===== config.mk =====
export PLATFORM = sky130hd
export DESIGN_NAME = uart_tx_arbiter
export DESIGN_NICKNAME = d
export VERILOG_FILES = /design/src/rtl/uart_tx_arbiter_pkg.sv /design/src/rtl/uart_tx_arbiter_rr_picker.sv /design/src/rtl/uart_tx_arbiter.sv
export SDC_FILE = /design/constraint.sdc
export NUM_CORES = 1
export LEC_CHECK = 0
export ABC_AREA = 1
export CAP_MARGIN = 20
export CORE_MARGIN = 3
export CORE_UTILIZATION = 51
export CTS_BUF_LIST = sky130_fd_sc_hd__clkbuf_4
export DETAILED_ROUTE_END_ITERATION = 8
export HOLD_SLACK_MARGIN = 0.05
export PLACE_DENSITY = 0.87
export SLEW_MARGIN = 20
export SYNTH_ARGS = -nofsm -noshare
export SYNTH_HDL_FRONTEND = slang
export SYNTH_HIERARCHICAL = 1
export SYNTH_SLANG_ARGS = --single-unit
export TNS_END_PERCENT = 100

===== constraint.sdc =====
create_clock -name clk -period 2.6 [get_ports clk]
set_clock_uncertainty 0.05 [all_clocks]
set_input_delay 0.78 -clock clk [delete_from_list [all_inputs] [get_ports clk]]
set_output_delay 0.78 -clock clk [all_outputs]
set_load 0.02 [all_outputs]

===== src/rtl/uart_tx_arbiter_pkg.sv =====
// Shared constants for the terminal UART path: default UART framing,
// the transmit-arbiter state encoding and a small sizing helper.
package uart_tx_arbiter_pkg;

   // Defaults shared with the uart driver.
   localparam int DEFAULT_DBIT = 8;
   localparam int DEFAULT_BAUD = 19200;

   // Arbiter state encoding.
   localparam logic [1:0] STATE_IDLE = 2'd0;
   localparam logic [1:0] STATE_XFER = 2'd1;
   localparam logic [1:0] STATE_GAP  = 2'd2;

   typedef enum logic [1:0] {
      IDLE = STATE_IDLE,
      XFER = STATE_XFER,
      GAP  = STATE_GAP
   } state_e;

   // Width of an index into n requesters (never zero).
   function automatic int ptr_width(input int n);
      return (n > 1) ? $clog2(n) : 1;
   endfunction

endpackage


===== src/rtl/uart_tx_arbiter_rr_picker.sv =====
// Combinational round-robin selector: first set request at or after
// (ptr+1) mod NREQ, wrapping. Also usable for an rx-side dispatcher.
module uart_tx_arbiter_rr_picker
   import uart_tx_arbiter_pkg::*;
#(
   parameter int NREQ = 4,
   parameter int PW   = ptr_width(NREQ)
) (
   input  logic [NREQ-1:0] req_i,
   input  logic [PW-1:0]   ptr_i,
   output logic [NREQ-1:0] onehot_o,
   output logic [PW-1:0]   index_o,
   output logic            any_o
);

   // Scan candidates in rotation order, keeping the first hit.
   always_comb begin
      int j;
      // NOTE: every output gets a default before the search so no path
      // through the loop leaves a value unassigned, which would infer a latch.
      onehot_o = '0;
      index_o  = '0;
      any_o    = 1'b0;
      j        = 0;
      for (int k = 1; k <= NREQ; k++) begin
         j = (int'(ptr_i) + k) % NREQ;
         if (!any_o && req_i[PW'(j)]) begin
            any_o              = 1'b1;
            index_o            = PW'(j);
            onehot_o[PW'(j)]   = 1'b1;
         end
      end
   end

endmodule


===== src/rtl/uart_tx_arbiter.sv =====
// Shares the UART transmit FIFO between NREQ byte-stream requesters.
// Round-robin grant, locked for a whole packet (until a byte flagged last),
// one byte per two cycles so the registered tx_full is always current.
module uart_tx_arbiter
   import uart_tx_arbiter_pkg::*;
#(
   parameter int NREQ    = 4,
   parameter int DBIT    = DEFAULT_DBIT,
   parameter int TIMEOUT = 1023
) (
   input  logic                 clk,
   input  logic                 reset_n,
   input  logic [NREQ-1:0]      req,
   input  logic [NREQ*DBIT-1:0] data,
   input  logic [NREQ-1:0]      last,
   output logic [NREQ-1:0]      ack,
   output logic [NREQ-1:0]      grant,
   output logic                 abort,
   input  logic                 tx_full,
   output logic [DBIT-1:0]      w_data,
   output logic                 wr_uart,
   output logic                 busy
);

   localparam int PW = ptr_width(NREQ);
   localparam int CW = (TIMEOUT > 0) ? $clog2(TIMEOUT + 1) : 1;

   state_e            state_q;
   logic [NREQ-1:0]   grant_q;
   logic [PW-1:0]     gidx_q;
   logic [PW-1:0]     ptr_q;
   logic [CW-1:0]     cnt_q;
   logic [NREQ-1:0]   ack_q;
   logic              wr_q;
   logic [DBIT-1:0]   wdata_q;
   logic              abort_q;
   logic              busy_q;
   logic              last_q;

   logic [NREQ-1:0]   pick_onehot;
   logic [PW-1:0]     pick_index;
   logic              pick_any;
   logic [DBIT-1:0]   req_bytes [NREQ];

   // Unflatten the byte lanes so the owner's byte is a plain array select.
   for (genvar i = 0; i < NREQ; i++) begin : g_lane
      assign req_bytes[i] = data[i*DBIT +: DBIT];
   end

   uart_tx_arbiter_rr_picker #(
      .NREQ (NREQ),
      .PW   (PW)
   ) u_picker (
      .req_i    (req),
      .ptr_i    (ptr_q),
      .onehot_o (pick_onehot),
      .index_o  (pick_index),
      .any_o    (pick_any)
   );

   // Arbitration FSM with all outputs registered; pulses default low.
   always_ff @(posedge clk or negedge reset_n) begin
      // NOTE: state is updated with non-blocking assignments so every
      // register samples values from before this edge, as hardware does.
      if (!reset_n) begin
         state_q <= IDLE;
         grant_q <= '0;
         gidx_q  <= '0;
         ptr_q   <= PW'(NREQ - 1);
         cnt_q   <= '0;
         ack_q   <= '0;
         wr_q    <= 1'b0;
         wdata_q <= '0;
         abort_q <= 1'b0;
         busy_q  <= 1'b0;
         last_q  <= 1'b0;
      end else begin
         ack_q   <= '0;
         wr_q    <= 1'b0;
         abort_q <= 1'b0;
         case (state_q)
            IDLE: begin
               if (pick_any) begin
                  grant_q <= pick_onehot;
                  gidx_q  <= pick_index;
                  cnt_q   <= '0;
                  busy_q  <= 1'b1;
                  state_q <= XFER;
               end
            end
            XFER: begin
               if (req[gidx_q]) begin
                  // Owner is ready; a full FIFO only stalls, never times out.
                  if (!tx_full) begin
                     wr_q    <= 1'b1;
                     wdata_q <= req_bytes[gidx_q];
                     ack_q   <= grant_q;
                     last_q  <= last[gidx_q];
                     cnt_q   <= '0;
                     state_q <= GAP;
                  end
               end else if ((TIMEOUT != 0) && (int'(cnt_q) + 1 >= TIMEOUT)) begin
                  abort_q <= 1'b1;
                  grant_q <= '0;
                  ptr_q   <= gidx_q;
                  cnt_q   <= '0;
                  busy_q  <= 1'b0;
                  state_q <= IDLE;
               end else begin
                  cnt_q <= cnt_q + 1'b1;
               end
            end
            GAP: begin
               if (last_q) begin
                  grant_q <= '0;
                  ptr_q   <= gidx_q;
                  busy_q  <= 1'b0;
                  state_q <= IDLE;
               end else begin
                  state_q <= XFER;
               end
            end
            default: begin
               grant_q <= '0;
               busy_q  <= 1'b0;
               state_q <= IDLE;
            end
         endcase
      end
   end

   assign ack     = ack_q;
   assign grant   = grant_q;
   assign abort   = abort_q;
   assign w_data  = wdata_q;
   assign wr_uart = wr_q;
   assign busy    = busy_q;

endmodule


==> results.txt <==
Run status: complete, no violations
Fmax: 417 MHz
CTS Sinks: 36
MaxCap Viol Count: 0
Slew @ Worst Pin: 449 ps
Storage cell area: 903 um2
Total wire length: 5.83 mm
Slew Limit Fails: 0
Root Buffer: clkbuf_4
Final Total Pwr: 3.54 mW
Die span in x: 76.3 um
DP Area: 3220 um2
DRT iter0 DRCs: 81
Die ar.: 5820 um2
# nets final: 466
Antenna violations before repair: 0
Row cnt: 24
Util after Layout: 72.3%
Worst vdd ir: 0.580 mV
Antenna Cells: 0
R2R cell count: 12
Synth unique cells: 35
WP data required: 2770 ps
Slowest cell on the critical path: dfstp_2
Maximum buffer depth of the clock tree: 2
Min-Delay Path Depth: 2
Global-route wire length before repair: 10.0 mm
CP Class: reg2reg
DRT antenna net count: 0
Routability cong.: 0.824
Hold crit path type: reg2reg
Post-route DRC: 0
Placed wire-length estimate: 4.52 mm
Total CTS buffers: 5
Initial DRT Pass Iterations: 4
Die height: 76.3 um
H-tree level count: 2
Startpoint types: flop
Area grow syn2layout: 31.1%
Vias per cell: 5.05
Crit. End Element: flop
Total number of vias: 2,420
Cells after DPL: 471
Largest net degree at the start of global routing: 37
I/O Buffers: 61
Hold Slack: 458 ps
I/O Pins: 62
Crit path buf inv count: 3
Syn Std Cell Area: 2520 um2
Synthesis Warnings: 6
Reg-to-reg critical path endpoint: cnt_q[0]
Tcrit/Tclk final: 92.3%
Multi-input logic area: 1380 um2
Reg2reg setup slack: 200 ps
Filler instances: 378
Max FO, Critical Path: 9
Crit-path cells: inv_6 > ha_1 > inv_1 > nand3_2 > nand3_4 > nor2_4 > nand2_1 > nand2_1 > a21oi_4 > inv_2 > nand2_1 > o21ai_0
R2R Path Start: ptr_q[0]
Most frequent CP cell: nand2_1
Number of synthesized register bits: 36
Worst skew pair latency: 330 ps
Post-synth EDFFs: 0
Initial core utilization: 55.2%
Post-CTS Hold Fix Bufs: 0
Worst EP arrival: 2570 ps
Crit-path max cell delay: 580 ps
Post-CTS setup buffers: 0
Syn nets: 400
Hold EP: grant[3]
WL per Instance: 12.2 um
Ys flop type: dfrtp_1
Number of global-route vias before repair: 2,386
Layout cells sized above 1: 14.3%
Fraction of registers with async set/reset: 100%
Power density cells: 1070 nW/um2
CTS tree: built
Cell family with most CP delay: simple AND/OR/NAND/NOR gates
Clock-pin slew on the worst setup and hold paths: 120 ps
Rel. slew slack: 70.0%
Cell Count, Final, Fillers Out: 479
Mean Syn Cell Area: 7.26 um2
Total track usage: 20.8%
Synth Instances: 347
Sequential area share after synthesis: 35.9%
PostCTS Resize Cnt: 0
Static Leak: 1.51 nW
Unrepaired setup endpoints after global routing: no
Final hold vios: 0
Gr ovfl total: 0
Hold Startpoint: grant[3]
Clock period minus worst slack: 2400 ps
Core Region: 4560 um2
Final setup fails: 0
Post-route cell area: 3300 um2
-- cell families (layout without fill, tap and decap cells) --
kind of cell	after synthesis	in the layout	synth area share, %
buffers and inverters	53	120	9.19
xor gates and xnor gates	2	2	0.696
adders and majority gates	10	10	4.97
AOI/OAI and AO/OA	55	55	13.4
DFF	36	36	35.9
and+or+nand+nor	191	191	35.9
-- metrics by stage --
stage	setup TNS [ps]	setup slack, ps
3_5_place_dp	-315	-98.3
6_report	0	201
2_1_floorplan	0	280
3_3_place_gp	-24.9	-19.6
4_1_cts	0	219
5_1_grt	0	74.6
-- synth_stat cells (2+ instances only) --
| cell type | count | share of area, % |
|---|---|---|
| a21boi_1 | 3 | 0.89 |
| a21oi_1 | 5 | 0.99 |
| a31oi_1 | 9 | 2.2 |
| buf_2 | 4 | 0.79 |
| buf_6 | 3 | 1.3 |
| clkbuf_1 | 4 | 0.60 |
| dfrtp_1 | 34 | 34 |
| dfstp_2 | 2 | 2.1 |
| ha_1 | 10 | 5.0 |
| inv_1 | 37 | 5.5 |
| inv_2 | 4 | 0.60 |
| nand2_1 | 72 | 11 |
| nand2_2 | 10 | 2.5 |
| nand2_4 | 2 | 0.89 |
| nand3_1 | 20 | 4.0 |
| nand3_2 | 7 | 2.8 |
| nand4_1 | 3 | 0.75 |
| nor2_1 | 64 | 9.5 |
| nor2_2 | 5 | 1.2 |
| nor2_4 | 4 | 1.8 |
| o21ai_0 | 23 | 4.6 |
| o21ai_1 | 2 | 0.40 |
| o22ai_1 | 7 | 1.7 |
| xor2_1 | 2 | 0.70 |
-- routing by layer --
layer  part of all wire, %  global-route usage, %  vias to the layer above
li1                      -                      -                     1237
met1                    43                   24.3                     1087
met3                   9.0                   7.33                        8
met2                    47                   35.3                       88
met4                   1.1                   7.07                        0
met5                     0                      0                        -
-- worst max-delay path by stage --
stage | startpoint | endpoint | slack [ps] | cells past startpoint
after floorplan | ptr_q[1] | cnt_q[0] | 280 | 13
after global placement | req[2] | cnt_q[0] | -20 | 12
after detailed placement | req[0] | cnt_q[0] | -100 | 12
after CTS | ptr_q[0] | cnt_q[0] | 220 | 12
after global routing | ptr_q[0] | cnt_q[0] | 70 | 12
final | ptr_q[0] | cnt_q[0] | 200 | 12
-- tightest hold or removal path: cells and delay by family (launching register included) --
family / cells / cell delay (ps)
flops: 1 / 380
simple gates: 2 / 100
-- layout by cell type, fill, tap and decap left out, types with 3 or more instances in the layout --
| master | n |
|---|---|
| nand2_1 | 72 |
| inv_1 | 37 |
| o21ai_0 | 23 |
| dfrtp_1 | 34 |
| nor2_4 | 4 |
| nand4_1 | 3 |
| a21boi_1 | 3 |
| clkbuf_4 | 6 |
| clkdlybuf4s50_1 | 61 |
| nand3_1 | 20 |
| a21oi_1 | 5 |
| nor2_2 | 5 |
| inv_2 | 4 |
| buf_4 | 8 |
| a31oi_1 | 9 |
| nor2_1 | 64 |
| o22ai_1 | 7 |
| nand3_2 | 7 |
| nand2_2 | 10 |
| ha_1 | 10 |
-- cell type report --
class                      count  area share [%]
multi-input combinational    258            41.9
sequential                    36            27.4
clock inverter                 2            1.06
tap                           65            2.46
timing repair buffer          70            20.9
inverter                      42            4.93
clock buffer                   6            1.36
-- registers in the layout (all words and copies together), names as in the netlist --
name / flops
last_q: 1
gidx_q: 2
state_q: 2
w_data: 8
abort: 1
cnt_q: 10
ack: 4
grant: 4
ptr_q: 2
wr_uart: 1
busy: 1
-- power breakdown --
| group | switching (mW) | leakage, nW | total (mW) | internal, mW |
|---|---|---|---|---|
| Combinational | 1.39 | 1.01 | 2.26 | 0.876 |
| Sequential | 0.145 | 0.456 | 0.886 | 0.742 |
| Clock | 0.181 | 0.0456 | 0.393 | 0.212 |
| Total | 1.71 | 1.51 | 3.54 | 1.83 |
(Power assumes the default switching activity.)
==> RTL edit 1 (config.mk and constraints unchanged) <==
Change the package constant `DEFAULT_DBIT` from 8 to 16.
--- a/src/rtl/uart_tx_arbiter_pkg.sv
+++ b/src/rtl/uart_tx_arbiter_pkg.sv
@@ -4,5 +4,5 @@
 
    // Defaults shared with the uart driver.
-   localparam int DEFAULT_DBIT = 8;
+   localparam int DEFAULT_DBIT = 16;
    localparam int DEFAULT_BAUD = 19200;
 
Ports: changed (resized data and w_data); port bits go from 62 to 102. The function was not compared with the original's and may differ.
==> RTL edit 1 against the original RTL <==
Critical path depth decreased by 1; setup slack improved by 3.0 ps; cell count is 26% higher; cell area rose by 27%; total power is 25% higher; synthesized area up 20%; sequential share of layout area fell by 1.0 points; sequential cell count grew 8; wire length rose by 51%; largest cell class unchanged; largest power group unchanged.
==> RTL edit 1: results (changes against the original RTL) <==
[timing]
slew_headroom_pct=63.4  ; was 70.0%

[setup_path]
critPathTopFamily=flip-flops  ; was simple AND/OR/NAND/NOR gates
timing.rr.start=ptr_q[1]  ; was ptr_q[0]
reg2reg_depth=11  ; was 12
critical-path-max-stage-delay_ps=550  ; was 580 ps
crit_path_end=cnt_q[3]  ; was cnt_q[0]
crit_arrival_ps=2590  ; was 2570 ps
cp_max_fo=7  ; was 9

[pwr]
finalPower_uw=4420  ; was 3540 µW
worst_ir_drop_vdd_uv=912  ; was 580 µV
p_comb_uw=2990  ; was 2260 µW
p_sw_share_pct=49.5  ; was 48.3%
p_leak_uw=0.00187  ; was 0.00151 µW

[cts]
insertion_delay_ps=360  ; was 330 ps

[final_layout]
largest_register_ffs=16  ; was 10
filler_cell_count=422  ; was 378
drive_gt1_share_pct=12.8  ; was 14.3%
nets=615  ; was 466
final_cells=603  ; was 479

[routing]
post_drt_wl_per_cell_um=14.6  ; was 12.2 µm
drt_iter0_drc=294  ; was 81
m1WireLength_mm=3.44  ; was 2.53 mm
vias_per_cell=5.24  ; was 5.05
met3_length_um=338  ; was 527 µm
met2_length_mm=4.75  ; was 2.71 mm

[global_routing]
grt.total_usage_pct=26.3  ; was 20.8%
use_met1_pct=31.3  ; was 24.3%
grt_max_degree=45  ; was 37
grt_pass1_vias=3162  ; was 2386
met2_usage_pct=48.0  ; was 35.3%
grt_use_met3_pct=3.57  ; was 7.33%
grt_first_pass_wirelength_mm=15.0  ; was 10.0 mm

[synthesis]
ys_types=36  ; was 35
synthCells=424  ; was 347
synthTopCellsByCount=nor2_1, nand2_1, dfrtp_1  ; was nand2_1, nor2_1, inv_1
synth_area_leaders=dfrtp_1, nor2_1, nand2_1  ; was dfrtp_1, nand2_1, nor2_1
syn_nets=509  ; was 400
ys_seq_area_share_pct=36.4  ; was 35.9%

[placed_design]
dp_slack_ps=-169  ; was -98.3 ps
gp_congestion=0.868  ; was 0.824
placed_cells=593  ; was 471
dpl.hpwl_mm=6.58  ; was 4.52 mm
io_buffers=101  ; was 61

[run_status]
run_status=complete, no violations  ; unchanged

RTL edit 1: cell count changes after synthesis, moves of 2 or more:
| cell | delta |
|---|---|
| o21ai_0 | +15 |
| buf_4 | +2 |
| nor2_1 | +41 |
| a31oi_1 | +8 |
| inv_2 | +2 |
| inv_1 | -4 |
| buf_1 | +5 |
| o21ai_1 | +2 |
| dfrtp_1 | +8 |
RTL edit 1: logic make-up (layout without fill, tap and decap cells):
logic type,Yosys count,count (layout),share of synthesized area [%]
and+or+nand+nor,233,233,35.2
AOI/OAI and AO/OA,78,78,15.2
buffers and inverters,56,163,8.22
DFF,44,44,36.4
adders and majority gates,10,10,4.13
xor gates and xnor gates,3,3,0.868
RTL edit 1: worst min path at each step:
stage,cells past startpoint,from,slack [ps],to
3_3_place_gp,2,busy,420,busy
4_1_cts,2,reset_n,450,w_data[11]
3_5_place_dp,2,grant[2],440,grant[2]
5_1_grt,2,reset_n,460,w_data[11]
6_report,2,reset_n,430,w_data[11]
2_1_floorplan,2,state_q[0],410,state_q[0]
RTL edit 1: final cells by class:
class	instances	area (µm²)	share of cell area [%]
Clock buffer	7	52.6	1.25
Timing Repair Buffer	115	1110	26.5
Inverter	40	155	3.70
Sequential cell	44	1100	26.3
Multi-Input combinational cell	324	1680	40.0
Clock inverter	1	3.75	0.0895
Tap cell	72	90.1	2.15
RTL edit 1: stage by stage:
| step | hold WS (ps) | setup TNS (ps) | cell area [µm²] |
|---|---|---|---|
| after floorplan | 413 | 0 | 3030 |
| after global placement | 422 | -82.8 | 4120 |
| after detailed placement | 437 | -821 | 4120 |
| after CTS | 445 | 0 | 4180 |
| after global routing | 456 | 0 | 4190 |
| final | 427 | 0 | 4190 |
==> RTL edit 2 (same settings) <==
Without the edit above. Make the reset (`reset_n`) synchronous in one clocked block.
--- a/src/rtl/uart_tx_arbiter.sv
+++ b/src/rtl/uart_tx_arbiter.sv
@@ -60,5 +60,5 @@
 
    // Arbitration FSM with all outputs registered; pulses default low.
-   always_ff @(posedge clk or negedge reset_n) begin
+   always_ff @(posedge clk) begin
       // NOTE: state is updated with non-blocking assignments so every
       // register samples values from before this edge, as hardware does.
Behaviour: differs if reset_n is asserted again (counterexample within 4 cycles, from zero or initial values and one cycle with reset_n low); with reset_n held inactive, the same outputs for 10 cycles.
==> RTL edit 2 against the original RTL <==
Synthesized area decreased by 1.4%; setup slack better by 190 ps; critical endpoint is now busy; worst hold slack lost 57 ps; wire length increased by 3.7%; cell area grew 1.2%; highest routed layer unchanged; core utilization grew 1.4 points; critical path type is now input pin to flip-flop; sequential cell count stayed put; global-route usage up 2.0 points.
Power is not compared: it rests on default switching activity, and its combinational part moved more than twofold at a synthesized area within 25%.
==> RTL edit 2: results (changes against the original RTL) <==
[run_status]
run_status=complete, no violations  ; unchanged

[final_layout]
regMostFlops=cnt_q  ; unchanged
drive_gt1_share_pct=14.8  ; was 14.3%
seq_share_pct=21.6  ; was 27.4%
multi_input_area_share_pct=45.4  ; was 41.9%
nets=506  ; was 466
nNonClkBuffers=81  ; was 70
comb.multi_input.count=282  ; was 258
clockNetworkAreaShare_pct=2.40  ; was 2.43%
nClkBuffers=6  ; unchanged
n_all_inverters=47  ; was 42

[setup_path]
cp_max_fo=5  ; was 9
crit_arrival_ps=2450  ; was 2570 ps
regToRegEndpoint=busy  ; was cnt_q[0]
crit_slowest_cell=clkdlybuf4s50_1  ; was dfstp_2
critical-path-max-stage-delay_ps=460  ; was 580 ps
rrSetupSlack_ps=390  ; was 200 ps
timing.rr.start=ptr_q[1]  ; was ptr_q[0]
crit_path_start=req[0]  ; was ptr_q[0]

[synthesis]
synth_area_leaders=dfxtp_1, nand2_1, nor2_1  ; was dfrtp_1, nand2_1, nor2_1
ys_seq_area_share_pct=29.0  ; was 35.9%
synthTopCellsByCount=nand2_1, nor2_1, inv_1  ; unchanged
syn_nets=430  ; was 400
ys_async_sr_fraction_pct=0  ; was 100%
synthFlopType=dfxtp_1  ; was dfrtp_1
ys_types=34  ; was 35

[global_routing]
grt_max_degree=22  ; was 37
grt.total_usage_pct=22.8  ; was 20.8%
grt_pass1_vias=2430  ; was 2386

[routing]
post_drt_wl_per_cell_um=11.6  ; was 12.2 µm
drt_iter0_drc=137  ; was 81

[cts]
insertion_delay_ps=350  ; was 330 ps
clk_pin_slew_ps=100  ; was 120 ps
root_buffer=clkbuf_4  ; unchanged
cts_buffers=5  ; unchanged

[timing]
tightest_slew_ps=531  ; was 449 ps

[placed_design]
placed_area_um2=3260  ; was 3220 µm²
gp_congestion=0.833  ; was 0.824
dpl.hpwl_mm=4.80  ; was 4.52 mm

## RTL edit 2: cell count changes after synthesis, moves of 3 or more
cell and delta:
o22ai_1 -6, o21ai_0 +9, dfrtp_1 -34, buf_2 -4, inv_1 +5, dfxtp_1 +36
nor2_1 -7, clkbuf_1 +3, a21oi_1 +19, nand3_1 +14
## RTL edit 2: stage by stage
step | cells | setup slack (ps) | hold slack, ps | total power (µW)
after floorplan | 377 | 218 | 395 | 977
after global placement | 511 | 103 | 387 | 1210
after detailed placement | 511 | 13.0 | 386 | 1220
after CTS | 519 | 376 | 404 | 1620
after global routing | 519 | 214 | 412 | 1720
final | 519 | 387 | 401 | 1620
## RTL edit 2: worst min-delay path, stage by stage (launching register included)
cell and delay, ps:
dfxtp_1 330, inv_1 50, nor2_1 30
## RTL edit 2: power by group
group	switching (µW)	internal [µW]
Combinational	339	259
Sequential	28.2	589
Clock	192	212
## RTL edit 2: worst min path at each step
| stage | slack, ps | end | from |
|---|---|---|---|
| finish | 400 | ack[3] | grant[3] |
| global placement | 390 | ack[2] | grant[2] |
| CTS | 400 | ack[3] | grant[3] |
| floorplan | 390 | last_q | last_q |
| global route | 410 | ack[1] | grant[1] |
| detailed placement | 390 | ack[1] | grant[1] |
## RTL edit 2: routing by layer
| metal | routed length (µm) | vias to the layer above | track usage [%] |
|---|---|---|---|
| met2 | 2730 | 93 | 37.5 |
| met4 | 86 | 0 | 6.60 |
| li1 | - | 1375 | - |
| met3 | 609 | 8 | 8.18 |
| met5 | 0 | - | 0 |
| met1 | 2620 | 1155 | 27.9 |
## RTL edit 2: logic make-up after synthesis
family / share of synthesized area, %
simple gates: 38.0
flops: 29.0
fa+ha+maj: 5.04
compound gates: 18.1
buf+inv: 9.87
